===== src/rtl/raster_pkg.sv =====
// raster_pkg: shared state and error-code definitions for the raster receiver.
package raster_pkg;
  typedef enum logic [1:0] {IDLE, ACTIVE, DRAIN} state_t;
  localparam logic [1:0] ERR_NONE  = 2'd0;
  localparam logic [1:0] ERR_SHORT = 2'd1;
  localparam logic [1:0] ERR_LONG  = 2'd2;
  localparam logic [1:0] ERR_SOF   = 2'd3;
endpackage


===== src/rtl/raster_rx_if.sv =====
// raster_rx_if: pixel input stream and coordinate-tagged output stream.
interface raster_rx_if #(
  parameter int NUM_X_BITS = 10,
  parameter int NUM_Y_BITS = 10,
  parameter int DATA_BITS  = 24
);
  logic                  in_valid;
  logic                  in_ready;
  logic                  in_sof;
  logic                  in_eol;
  logic [DATA_BITS-1:0]  in_data;
  logic                  out_valid;
  logic                  out_ready;
  logic [NUM_X_BITS-1:0] out_x;
  logic [NUM_Y_BITS-1:0] out_y;
  logic [DATA_BITS-1:0]  out_data;
  modport slave (
    input  in_valid, in_sof, in_eol, in_data, out_ready,
    output in_ready, out_valid, out_x, out_y, out_data
  );
  modport master (
    output in_valid, in_sof, in_eol, in_data, out_ready,
    input  in_ready, out_valid, out_x, out_y, out_data
  );
endinterface


===== src/rtl/pos_counter.sv =====
// pos_counter: position counter; clr and en together load one, with limit compare flags.
module pos_counter #(
  parameter int W = 10
) (
  input  logic         clk,
  input  logic         rst,
  input  logic         en,
  input  logic         clr,
  input  logic [W-1:0] limit,
  output logic [W-1:0] q,
  output logic         at_limit,
  output logic         limit_zero
);
  logic [W-1:0] q_q, q_d;
  always_comb begin
    q_d = (clr ? '0 : q_q) + {{(W-1){1'b0}}, en};
    at_limit = q_q == limit;
    limit_zero = limit == '0;
  end
  always_ff @(posedge clk) begin
    if (rst) q_q <= '0;
    else q_q <= q_d;
  end
  assign q = q_q;
endmodule


===== src/rtl/raster_rx.sv =====
// raster_rx: rebuilds (x, y) for a framed pixel stream, checks geometry, flags framing errors.
module raster_rx
  import raster_pkg::*;
#(
  parameter int NUM_X_BITS = 10,
  parameter int NUM_Y_BITS = 10,
  parameter int DATA_BITS  = 24
) (
  input  logic                  clk,
  input  logic                  rst,
  input  logic                  clear,
  input  logic [NUM_X_BITS-1:0] last_x,
  input  logic [NUM_Y_BITS-1:0] last_y,
  raster_rx_if.slave            bus,
  output logic                  frame_done,
  output logic                  err_flag,
  output logic [1:0]            err_code
);
  state_t state_q, state_d;
  logic acc, fwd, sof, x_eq, y_eq, line_end, frame_end;
  logic short_err, long_err, sof_err, err_new;
  logic [1:0] code;
  logic x_en, x_clr, y_en, y_clr, x_at, x_lz, y_at, y_lz;
  logic [NUM_X_BITS-1:0] x_q, out_x_q, out_x_d;
  logic [NUM_Y_BITS-1:0] y_q, out_y_q, out_y_d;
  logic [DATA_BITS-1:0] out_data_q, out_data_d;
  logic out_valid_q, out_valid_d, frame_done_q, frame_done_d;
  logic err_flag_q, err_flag_d;
  logic [1:0] err_code_q, err_code_d;
  pos_counter #(.W(NUM_X_BITS)) u_x (
    .clk(clk), .rst(rst), .en(x_en), .clr(x_clr), .limit(last_x),
    .q(x_q), .at_limit(x_at), .limit_zero(x_lz)
  );
  pos_counter #(.W(NUM_Y_BITS)) u_y (
    .clk(clk), .rst(rst), .en(y_en), .clr(y_clr), .limit(last_y),
    .q(y_q), .at_limit(y_at), .limit_zero(y_lz)
  );
  assign bus.in_ready = !rst && (!out_valid_q || bus.out_ready);
  // An sof beat is evaluated as if the counters already sat at (0,0).
  always_comb begin
    acc = bus.in_valid && bus.in_ready;
    sof = bus.in_sof;
    fwd = acc && (sof || state_q == ACTIVE);
    x_eq = sof ? x_lz : x_at;
    y_eq = sof ? y_lz : y_at;
    line_end = bus.in_eol && x_eq;
    frame_end = fwd && line_end && y_eq;
    short_err = bus.in_eol && !x_eq;
    long_err = !bus.in_eol && x_eq;
    sof_err = sof && state_q == ACTIVE;
    code = sof_err ? ERR_SOF : short_err ? ERR_SHORT : long_err ? ERR_LONG : ERR_NONE;
    err_new = fwd && code != ERR_NONE;
    state_d = !fwd ? state_q : (short_err || long_err) ? DRAIN : frame_end ? IDLE : ACTIVE;
    x_clr = fwd && (sof || bus.in_eol);
    x_en = fwd && !bus.in_eol;
    y_clr = fwd && (sof || frame_end);
    y_en = fwd && line_end && !y_eq;
    out_valid_d = bus.in_ready ? fwd : out_valid_q;
    out_x_d = fwd ? (sof ? '0 : x_q) : out_x_q;
    out_y_d = fwd ? (sof ? '0 : y_q) : out_y_q;
    out_data_d = fwd ? bus.in_data : out_data_q;
    frame_done_d = frame_end;
    err_flag_d = err_new || (err_flag_q && !clear);
    err_code_d = (err_new && (!err_flag_q || clear)) ? code : clear ? ERR_NONE : err_code_q;
  end
  always_ff @(posedge clk) begin
    if (rst) begin
      state_q <= IDLE;
      out_valid_q <= 1'b0;
      out_x_q <= '0;
      out_y_q <= '0;
      out_data_q <= '0;
      frame_done_q <= 1'b0;
      err_flag_q <= 1'b0;
      err_code_q <= ERR_NONE;
    end else begin
      state_q <= state_d;
      out_valid_q <= out_valid_d;
      out_x_q <= out_x_d;
      out_y_q <= out_y_d;
      out_data_q <= out_data_d;
      frame_done_q <= frame_done_d;
      err_flag_q <= err_flag_d;
      err_code_q <= err_code_d;
    end
  end
  assign bus.out_valid = out_valid_q;
  assign bus.out_x = out_x_q;
  assign bus.out_y = out_y_q;
  assign bus.out_data = out_data_q;
  assign frame_done = frame_done_q;
  assign err_flag = err_flag_q;
  assign err_code = err_code_q;
endmodule


===== src/flat_wrapper.sv =====
// flat-port wrapper written by rule: the top's interface ports become plain ports
module raster_rx_flat import raster_pkg::*;
#(
  parameter int NUM_X_BITS = 10,
  parameter int NUM_Y_BITS = 10,
  parameter int DATA_BITS  = 24
)
  (clk, rst, clear, last_x, last_y, frame_done, err_flag, err_code, bus_in_valid, bus_in_sof, bus_in_eol, bus_in_data, bus_out_ready, bus_in_ready, bus_out_valid, bus_out_x, bus_out_y, bus_out_data);
  raster_rx_if #(.NUM_X_BITS(NUM_X_BITS), .NUM_Y_BITS(NUM_Y_BITS), .DATA_BITS(DATA_BITS)) bus_i ();
  input  logic clk;
  input  logic rst;
  input  logic clear;
  input  logic [NUM_X_BITS-1:0] last_x;
  input  logic [NUM_Y_BITS-1:0] last_y;
  output logic frame_done;
  output logic err_flag;
  output logic [1:0] err_code;
  input wire logic [$bits(bus_i.in_valid)-1:0] bus_in_valid;
  input wire logic [$bits(bus_i.in_sof)-1:0] bus_in_sof;
  input wire logic [$bits(bus_i.in_eol)-1:0] bus_in_eol;
  input wire logic [$bits(bus_i.in_data)-1:0] bus_in_data;
  input wire logic [$bits(bus_i.out_ready)-1:0] bus_out_ready;
  output wire logic [$bits(bus_i.in_ready)-1:0] bus_in_ready;
  output wire logic [$bits(bus_i.out_valid)-1:0] bus_out_valid;
  output wire logic [$bits(bus_i.out_x)-1:0] bus_out_x;
  output wire logic [$bits(bus_i.out_y)-1:0] bus_out_y;
  output wire logic [$bits(bus_i.out_data)-1:0] bus_out_data;
  assign bus_i.in_valid = bus_in_valid;
  assign bus_i.in_sof = bus_in_sof;
  assign bus_i.in_eol = bus_in_eol;
  assign bus_i.in_data = bus_in_data;
  assign bus_i.out_ready = bus_out_ready;
  assign bus_in_ready = bus_i.in_ready;
  assign bus_out_valid = bus_i.out_valid;
  assign bus_out_x = bus_i.out_x;
  assign bus_out_y = bus_i.out_y;
  assign bus_out_data = bus_i.out_data;
  raster_rx #(.NUM_X_BITS(NUM_X_BITS), .NUM_Y_BITS(NUM_Y_BITS), .DATA_BITS(DATA_BITS)) u_core (.clk(clk), .rst(rst), .clear(clear), .last_x(last_x), .last_y(last_y), .bus(bus_i), .frame_done(frame_done), .err_flag(err_flag), .err_code(err_code));
endmodule

===== config.mk =====
export PLATFORM = sky130hd
export DESIGN_NAME = raster_rx_flat
export DESIGN_NICKNAME = d
export VERILOG_FILES = /design/src/rtl/raster_pkg.sv /design/src/rtl/raster_rx_if.sv /design/src/rtl/pos_counter.sv /design/src/rtl/raster_rx.sv /design/src/flat_wrapper.sv
export SDC_FILE = /design/constraint.sdc
export NUM_CORES = 1
export LEC_CHECK = 0
export CORE_ASPECT_RATIO = 0.8
export CORE_MARGIN = 1
export CORE_UTILIZATION = 46
export CTS_CLUSTER_SIZE = 10
export DETAILED_ROUTE_END_ITERATION = 7
export PLACE_DENSITY = 0.79
export SLEW_MARGIN = 20
export SYNTH_ARGS = -nofsm -noshare
export SYNTH_HDL_FRONTEND = slang
export SYNTH_HIERARCHICAL = 1
export SYNTH_SLANG_ARGS = --single-unit

===== constraint.sdc =====
create_clock -name clk -period 4.2 [get_ports clk]
set_clock_uncertainty 0.2 [all_clocks]
set_input_delay 0.84 -clock clk [delete_from_list [all_inputs] [get_ports clk]]
set_output_delay 0.84 -clock clk [all_outputs]
set_load 0.05 [all_outputs]

Yosys cells after proc, flatten, opt, wreduce, memory -nomap -nowiden --
Cells that the tools add are included.
Storage, ports and cells: flip-flop bits (word level) 71, bits in latches 0, memory bits (writable) 0, ROM bits 0, output and inout port bits 50, word-level logic and storage cells 62, memories kept 0
Cells by class: add/subtract/negate cells 2, multipliers 0, divide/modulo/power cells 0, $lt $le $gt $ge 0, equality and inequality tests 3, shift-type cells 0, muxes and demuxes 13, bitwise gates (word level) 0, reduce and logical (&&, ||, !) cells 34
Operator list (count):
- 2-to-1 mux 10 bit | 4
- adder 10 x 1 -> 10 bit | 2
- equality test 10 bit | 2
- zero test 10 bit | 2
- logical AND 1 bit | 16
- 2-to-1 mux 2 bit | 6
- zero test 1 bit | 7
- logical OR 1 bit | 7
- nonzero test 2 bit | 2
- 2-to-1 mux 1 bit | 3
- equality test 2 x 1 -> 1 bit (second input constant) | 1

Depth between registers and ports, before layout --
Gate-level depths: netlist of run 1.
depth after elaboration 11, gate-level depth with buffers 14

Cells and area by module --
Netlist of run 1, hierarchy kept.
Modules (own cells, without submodules):
- raster_rx | times used 1, cells each 243, area each 2037.0 sq um
- pos_counter | times used 2, cells each 66, area each 586.8 sq um

Least setup slack after synthesis of run 1 --
No wires, ideal clock.
kind input to register, start input last_x[4], end register u_core.u_y.q_q[8], in the netlist u_core/u_y/q[8], setup time 0.070 ns, arrival 3.273 ns, data required time 3.930 ns, setup slack 0.657 ns, stages on the path 12, path buffers 0, cells stage by stage or4_1 nor4_1 mux2i_1 inv_1 ha_1 inv_1 nor3_1 ha_1 ha_1 nand3b_1 or4_1 a21oi_1
RTL lines:
- start: declaration | line flat_wrapper.sv:13 | input logic [NUM_X_BITS-1:0] last_x;
- zero test 10 bit | line pos_counter.sv:18 | limit_zero = limit == '0;
- net u_core.x_lz | line raster_rx.sv:23 | logic x_en, x_clr, y_en, y_clr, x_at, x_lz, y_at, y_lz;
- 2-to-1 mux 1 bit | line raster_rx.sv:44 | x_eq = sof ? x_lz : x_at;
- logical AND 1 bit | line raster_rx.sv:46 | line_end = bus.in_eol && x_eq;
- logical AND 1 bit (2 in series) | line raster_rx.sv:57 | y_en = fwd && line_end && !y_eq;
- net u_core.y_en | line raster_rx.sv:23
- adder 10 x 1 -> 10 bit | line pos_counter.sv:16 | q_d = (clr ? '0 : q_q) + {{(W-1){1'b0}}, en};
- end signal: assignment | line pos_counter.sv:22 | else q_q <= q_d;
- end: declaration | line pos_counter.sv:14 | logic [W-1:0] q_q, q_d;
The timed path passes the listed nets, and every way through them passes these cells. A chain may end at the register's enable or synchronous reset.

Worst setup path after layout of run 1 --
Ends and elaborated chain as after synthesis.

==> results of run 1 <==
[power by group]
| group | leakage, nW | internal [mW] | switching (mW) |
|---|---|---|---|
| clock | 0.105 | 0.305 | 0.250 |
| combinational | 0.964 | 0.0916 | 0.117 |
| sequential | 0.575 | 0.689 | 0.00842 |
[final cells by class]
class / instances / area [um2]
Fill cell: 563 / 2088
Multi-Input combinational cell: 276 / 1652
Inverter: 8 / 31.28
Tap cell: 84 / 105.1
Timing Repair Buffer: 109 / 1066
Clock inverter: 5 / 56.30
Clock buffer: 11 / 151.4
Sequential cell: 71 / 1421
[per-stage QoR]
step | instance area (um2) | hold WS, ns | instances
CTS | 4483 | 0.2541 | 564
global placement | 4275 | 0.2402 | 548
global route | 4483 | 0.2712 | 564
detailed placement | 4275 | 0.2438 | 548
finish | 4483 | 0.2516 | 564
floorplan | 3211 | 0.2410 | 375
[worst max path at each step]
stage | start | end | slack (ns) | cells after the start
final | last_x[4] | u_core/u_y/q[8] | 0.28 | 13
after global placement | last_x[4] | u_core/u_y/q[8] | 0.08 | 13
after detailed placement | last_x[4] | u_core/u_y/q[8] | -0.03 | 13
after global routing | last_x[4] | u_core/u_y/q[8] | 0.01 | 13
after floorplan | last_x[4] | u_core/u_y/q[8] | 0.66 | 12
after CTS | last_x[4] | u_core/u_y/q[8] | 0.32 | 13
[state kept, by name, summed over array words and instances (netlist names)]
name                  flops
u_core/err_flag           1
u_core/u_y/q             10
u_core/bus.out_data      24
u_core/bus.out_valid      1
u_core/state_q            2
u_core/frame_done         1
u_core/u_x/q             10
u_core/bus.out_x         10
u_core/err_code           2
u_core/bus.out_y         10
[per-layer routing]
layer  GRT usage (%)  wire [um]
met5               0          0
met4           8.060         91
met3           5.754        500
met2           37.36       3734
met1           30.15       3592
[synthesized netlist by cell type (2+ instances only)]
cell	instances
nand2_1	79
dfxtp_1	71
a21oi_1	35
nand3_1	29
nand3b_1	22
xnor2_1	18
nor2_1	13
nor2b_1	10
or4_1	10
clkbuf_1	8
xor2_1	8
buf_2	7
ha_1	7
inv_1	7
nand4_1	6
o21ai_0	5
buf_4	4
nor4_1	4
o211ai_1	4
o31ai_1	4
or3_2	4
nand3_4	2
nor3_1	2
o311ai_1	2
or2_2	2
[worst max-delay path, cell delays in order]
cell,delay (ns)
clkdlybuf4s50_1,0.43
or4_1,0.53
nor4_1,0.30
mux2i_1,0.17
inv_1,0.11
ha_1,0.19
inv_1,0.05
nor3_1,0.19
ha_1,0.20
ha_1,0.23
nand3b_1,0.11
or4_1,0.48
a21oi_1,0.16
[kinds of logic after synthesis]
group	Yosys count
AOI/OAI and AO/OA	54
xor gates and xnor gates	26
and+or+nand+nor	187
DFF	71
muxes	2
buffers and inverters	28
adders and majority gates	7
==> results, run 1 <==
- 0 antenna diodes ended up in the layout.
- The post-synthesis cell type count is 37.
- The launching point of the worst reg2reg path is u_core/u_x/q[3].
- After synthesis, the largest family of logic cells by area is simple AND/OR/NAND/NOR gates.
- The total clock buffers created by CTS is 9.
- The library cell used most frequently in the layout, excluding fill and tap cells, is clkdlybuf4s50_1.
- Measured along the y axis, the die boundary spans 76.73 um.
- No sink is reached through more buffers than the 2 on the longest clock path.
- The number of global-route vias before repair came to 2789.
- TritonCTS built the clock tree.
- The capture endpoint of the worst hold path is u_core/bus.out_y[5].
- Global routing used 23.25% of the available tracks across all layers.
- By area the synthesized netlist is led by dfxtp_1 (44%), nand2_1 (9.2%), a21oi_1 (5.5%).
- The final layout contains routed wiring with a total length of 7.919 mm.
- The final-report setup violation count is 0.
- At the worst endpoint, the arrival time is 3.99 ns.
- In the synthesized netlist the dominant register cell turns out to be dfxtp_1.
- After Yosys synthesis, XOR and XNOR cells account for 7.093% of the synthesized area.
- The multiplexer share of the synthesized area is 0.6625%.
- Data on the critical path is required at its endpoint by 4.28 ns.
- The maximum level of the CTS H-tree is 3.
- STA classifies the critical path endpoint as a flip-flop.
- The largest net degree at the start of global routing is 46.
- The pre-antenna-repair detailed-routing pass consisted of 5 iterations.
- The core box area is 0.006571 mm2.
- OpenSTA, run right after detailed placement, puts the worst setup slack at -0.03360 ns.
- In this run, the number of DRC markers left after iteration 0 of detailed routing was 150.
- In the routed layout, each cell is associated on average with a via count of 5.211.
- The cell area power density is 325.8 mW/mm2.
- For this block, the via count after detailed routing is 2939.
- After synthesis, the largest area contributor takes up 44.27% of total cell area.
- The flow ran to the end, and the final reports show no timing, DRC or antenna violations.
- The worst-case IR drop observed on VDD is 0.0001482 V.
- Once the clock tree was built, the setup fixing pass inserted 0 buffers.
- The routability congestion estimate is 0.8064.
- The post-synthesis compound-gate area fraction is 10.48%.
- The share of post-route cells with drive strength above 1 is 8.333%.
- The final standard cell utilization of the core is 68.22%.
- The effective utilization at floorplan is 48.86%.
- The highest net fanout along the worst path is 4.
- The count of hold-fix buffers inserted at cts is 0.
- The cell sitting at the root of the clock tree is a clkbuf_8.
- After detailed routing, the number of remaining DRC violations is 0.
- The library cell occupying the most area in the post-synthesis netlist is dfxtp_1.
- The initialized floorplan defines 26 standard-cell rows.
- Based on the critical path, the design can be clocked at up to 0.2553 GHz.
- The clock insertion delay at the later pin of the skew report is 0.34 ns.
- The number of antenna violations at the first check in global routing is 0.
- The final clock period utilization by the worst path is 93.24%.
- The completed layout was analyzed and its total power is 1.461 mW.
- The cell depth of the worst flop-to-flop path is 13.
- In the layout the commonest cells are clkdlybuf4s50_1 (99), nand2_1 (79), dfxtp_1 (71), a21oi_1 (35), nand3_1 (29).
- Sequential elements use 44.27% of the synthesized area.
- The transition time of the tightest slew-check pin is 0.5406 ns.
- The clock drives 71 sinks.
- The analysis attributes to cell leakage a power of 1.644 nW.
- The worst setup path is of the in2reg kind.
- The count of cells resized by post-cts repair is 0.
- After technology mapping, the gate count stands at 375.
- The area enclosed by the die boundary is 0.007320 mm2.
- The count of flip-flops with a built-in enable after synthesis is 0.
- Synthesis inferred 71 register bits.
- The top-level I/O count is 101.
- The wire length of the first global-routing pass is 13.32 mm.
- The count of buffers inserted at the top-level ports is 100.
- The die boundary width is 95.41 um.
- The capture point of the worst reg-to-reg path is u_core/u_y/q[8].
- The fraction of the mapped netlist area in simple logic gates is 30.48%.
- Along the worst hold path, the cell count comes to 2.
- The max-slew violation count was 0.
- The post-detailed-placement half-perimeter wirelength is 5.745 mm.
- The mean instance size in the synthesized netlist is 8.562 um2.
- The async set-reset flop share out of synthesis is 0%.
- The start point of the worst min-delay path is u_core/bus.out_y[5].
- The post-detailed-route count of antenna-violating nets is 0.
- The Yosys step of the flow raised 6 warnings.
- Setup repair after global routing left no endpoint under its margin.
- The mapped cell area is 0.003211 mm2.
- The number of nets handed over by synthesis was 433.
- The worst min-delay path class is reg2reg.
- The total overflow left after global routing is 0.
- The setup slack on the worst flop-to-flop path is 0.98 ns.
- The element type at the critical path start is a primary input.
- Headroom to the max-slew limit came out at 63.85%.
- The setup TNS is 0 ns.
- The routed wirelength normalized by instance count is 14.04 um.
- The total count of hold-check failures in the final report is 0.
- The max-cap violation count is 0.
- The shortest period the worst path allows is 3.916 ns.
- The number of nets in the layout is 533.
- The synthesis-to-layout area growth is 39.63%.
- The clock input transition at the sequential cells of the worst setup and hold paths is 0.07 ns.
- The final worst setup slack is 0.2837 ns.
- Of the total synthesized cell area, the portion taken by full adders, half adders and majority gates is 2.728%.
(Power assumes the default switching activity.)
==> run 2: changes to the inputs <==
CELL_PAD_IN_SITES_DETAIL_PLACEMENT = 1   (was not set)
CELL_PAD_IN_SITES_GLOBAL_PLACEMENT = 1   (was not set)
CORE_UTILIZATION = 34   (was 46)
PLACE_DENSITY = 0.8   (was 0.79)
==> results, run 2 (synthesis gave the netlist of run 1 again) <==
- The worst hold slack across all endpoints came to 0.2508 ns (-0.0007450 ns).
- The final-report setup violation count came to 0 (unchanged).
- The global route total overflow was 0 (unchanged).
- The startpoint identified for the worst hold timing path is u_core/bus.out_data[14].
- The detailed-routed wire length on met3 is 385 um (-23%).
- The count of cells resized by post-cts repair was 0 (unchanged).
- The standard cell area after detailed placement was 0.004322 mm2 (+1.1%).
- The number of flip-flops under the largest register name is 24 (unchanged).
- The die boundary width is 110.6 um (+16%).
- Leaving out fill and tap cells, the most frequent cell in the layout is clkdlybuf4s50_1.
- The effective utilization at floorplan was 35.22% (-14 points).
- The critical path required time is 4.26 ns (-0.02 ns).
- The vertical extent of the die is 88.92 um (+16%).
- The total count of hold-check failures in the final report was 0 (unchanged).
- In this run the top signal layer used is met4.
- The share of post-route cells with drive strength above 1 was 8.316% (-0.017 points).
- The detailed-router iteration count before antenna repair is 4 (-1).
- The largest net degree at the start of global routing was 45 (-2.2%).
- The path class of the tightest hold or removal check is reg2reg.
- The wire length on met2 is 4.650 mm (+25%).
- The post-CTS setup buffer count was 0 (unchanged).
- The number of diodes is 0 (unchanged).
- The wire length of the first global-routing pass is 15.37 mm (+15%).
- The static leakage is 1.706 nW (+3.7%).
- The maximum achievable frequency came to 0.2526 GHz (-1.1%).
- The number of nets in the layout came to 534 (+0.19%).
- The total clock buffers created by CTS is 9 (unchanged).
- The shortest period the worst path allows is 3.959 ns (+0.04321 ns).
- The core box area was 0.009115 mm2 (+39%).
- The post-detailed-placement half-perimeter wirelength came to 6.895 mm (+20%).
- The run finished with clean final reports.
- TritonCTS built the clock tree.
- In this run the critical register-to-register path is launched from u_core/u_x/q[3].
- The overall global routing resource usage was 19.83% (-3.4 points).
- In this run the critical register-to-register path is captured at u_core/u_y/q[8].
- The worst setup path category is in2reg.
- The worst hold path cell count came to 2 (unchanged).
- The number of antenna violations at the first check in global routing is 0 (unchanged).
- The area enclosed by the die boundary is 0.009838 mm2 (+34%).
- The site row count is 31 (+19%).
- The transition time of the tightest slew-check pin is 0.6722 ns (+0.1316 ns).
- The worst slew margin relative to its limit was 55.19% (-8.7 points).
- The data arrival time at the worst-slack endpoint was 4.02 ns (+0.03 ns).
- The count of hold-fix buffers inserted at cts came to 0 (unchanged).
- The maximum level of the CTS H-tree is 3 (unchanged).
- The post-placement worst setup slack is -0.08736 ns (-0.05375 ns).
- The maximum resistive drop on vdd was 0.0001714 V (+16%).
- The cell depth of the worst flop-to-flop path is 13 (unchanged).
- The synthesis-to-layout area growth is 45.44%.
- The final standard cell utilization of the core is 51.23% (-17 points).
- The via count normalized by instance count is 5.139 (-1.4%).
- The number of global-route vias before repair is 3085 (+11%).
- The max-slew violation count is 0 (unchanged).
- Setup repair after global routing left no endpoint under its margin.
- The clock input transition at the sequential cells of the worst setup and hold paths came to 0.06 ns (about the same).
- The element type at the critical path start is a primary input.
- The capture endpoint of the worst hold path is u_core/bus.out_data[14].
- The clock sink total is 71 (unchanged).
- The routability congestion estimate was 0.8160 (+1.2%).
- Tracing the worst setup path back leads to its startpoint at last_x[4].
- The setup TNS is 0 ns (unchanged).
- The post-route DRC violation count is 0 (unchanged).
- The final clock period utilization by the worst path came to 94.27% (+1.0 points).
- The cell area power density is 384.0 mW/mm2 (+18%).
- In the layout the commonest cells are clkdlybuf4s50_1 (99), nand2_1 (79), dfxtp_1 (71), a21oi_1 (35), nand3_1 (29).
- The number of non-filler instances in the completed layout was 596 (+5.7%).
- The routed wire length is 9.491 mm (+20%).
- The routed wirelength normalized by instance count came to 15.92 um (+13%).
- The clock insertion delay at the later pin of the skew report was 0.33 ns (about the same).
- The number of fill cells came to 1066 (+89%).
- The setup slack on the worst flop-to-flop path is 1.02 ns (+0.04 ns).
- Clock tree synthesis selected as its root buffer the cell clkbuf_16.
- The via count is 3063 (+4.2%).
- The highest net fanout along the worst path is 4 (unchanged).
- The max-cap violation count is 0 (unchanged).
- The final worst setup slack is 0.2405 ns (-0.04321 ns).
- The detailed-route wire length on metal 1 came to 4.311 mm (+20%).
- The count of buffers inserted at the top-level ports is 100 (unchanged).
- The top-level I/O count came to 101 (unchanged).
- The maximum root-to-sink buffer count is 2 (unchanged).
- The overall power consumption is 1.793 mW (+23%).
- STA classifies the critical path endpoint as a flip-flop.
- The post-detailed-route count of antenna-violating nets is 0 (unchanged).
- The instance count after placement with tap cells included is 580 (+5.8%).
- The post-route cell area is 0.004669 mm2 (+4.2%).
- The DRC violation total after the first TritonRoute iteration is 113 (-25%).
==> run 2: cell types whose count changed in the layout (fill, tap and decap cells not counted), sizes merged <==
cell and change:
buf +1, bufinv +2, clkinv -3, clkinvlp +1
==> run 2: worst max path at each step <==
stage | slack [ns] | end
3_3_place_gp | 0.12 | u_core/u_y/q[8]
5_1_grt | 0.08 | u_core/u_y/q[8]
2_1_floorplan | 0.66 | u_core/u_y/q[8]
4_1_cts | 0.25 | u_core/u_y/q[8]
6_report | 0.24 | u_core/u_y/q[8]
3_5_place_dp | -0.09 | u_core/u_y/q[8]
==> run 2: power by group <==
part | total [mW] | switching, mW | internal, mW
clock network | 0.884 | 0.287 | 0.596
registers | 0.699 | 0.00890 | 0.690
logic | 0.211 | 0.119 | 0.0918
==> run 2: cell type report <==
class	instances	area (um2)	share of cell area, %
clock buffers	11	242.7	5.198
clock inverters	5	105.1	2.251
inverters	8	31.28	0.6699
multi-input cells	276	1652	35.37
flip-flops and latches	71	1421	30.44
well taps	115	143.9	3.081
repair buffers	110	1074	22.99
==> run 2: critical path, stage by stage <==
cell	delay [ns]
clkdlybuf4s50_1	0.43
or4_1	0.55
nor4_1	0.30
mux2i_1	0.17
inv_1	0.11
ha_1	0.19
inv_1	0.05
nor3_1	0.20
ha_1	0.20
ha_1	0.20
nand3b_1	0.11
or4_1	0.50
a21oi_1	0.16
==> run 2: metal layers <==
layer  global-route usage [%]  up-vias
li1                         -     1497
met5                        0        -
met2                    34.50       72
met3                    5.898       11
met4                    6.667        0
met1                    23.84     1483
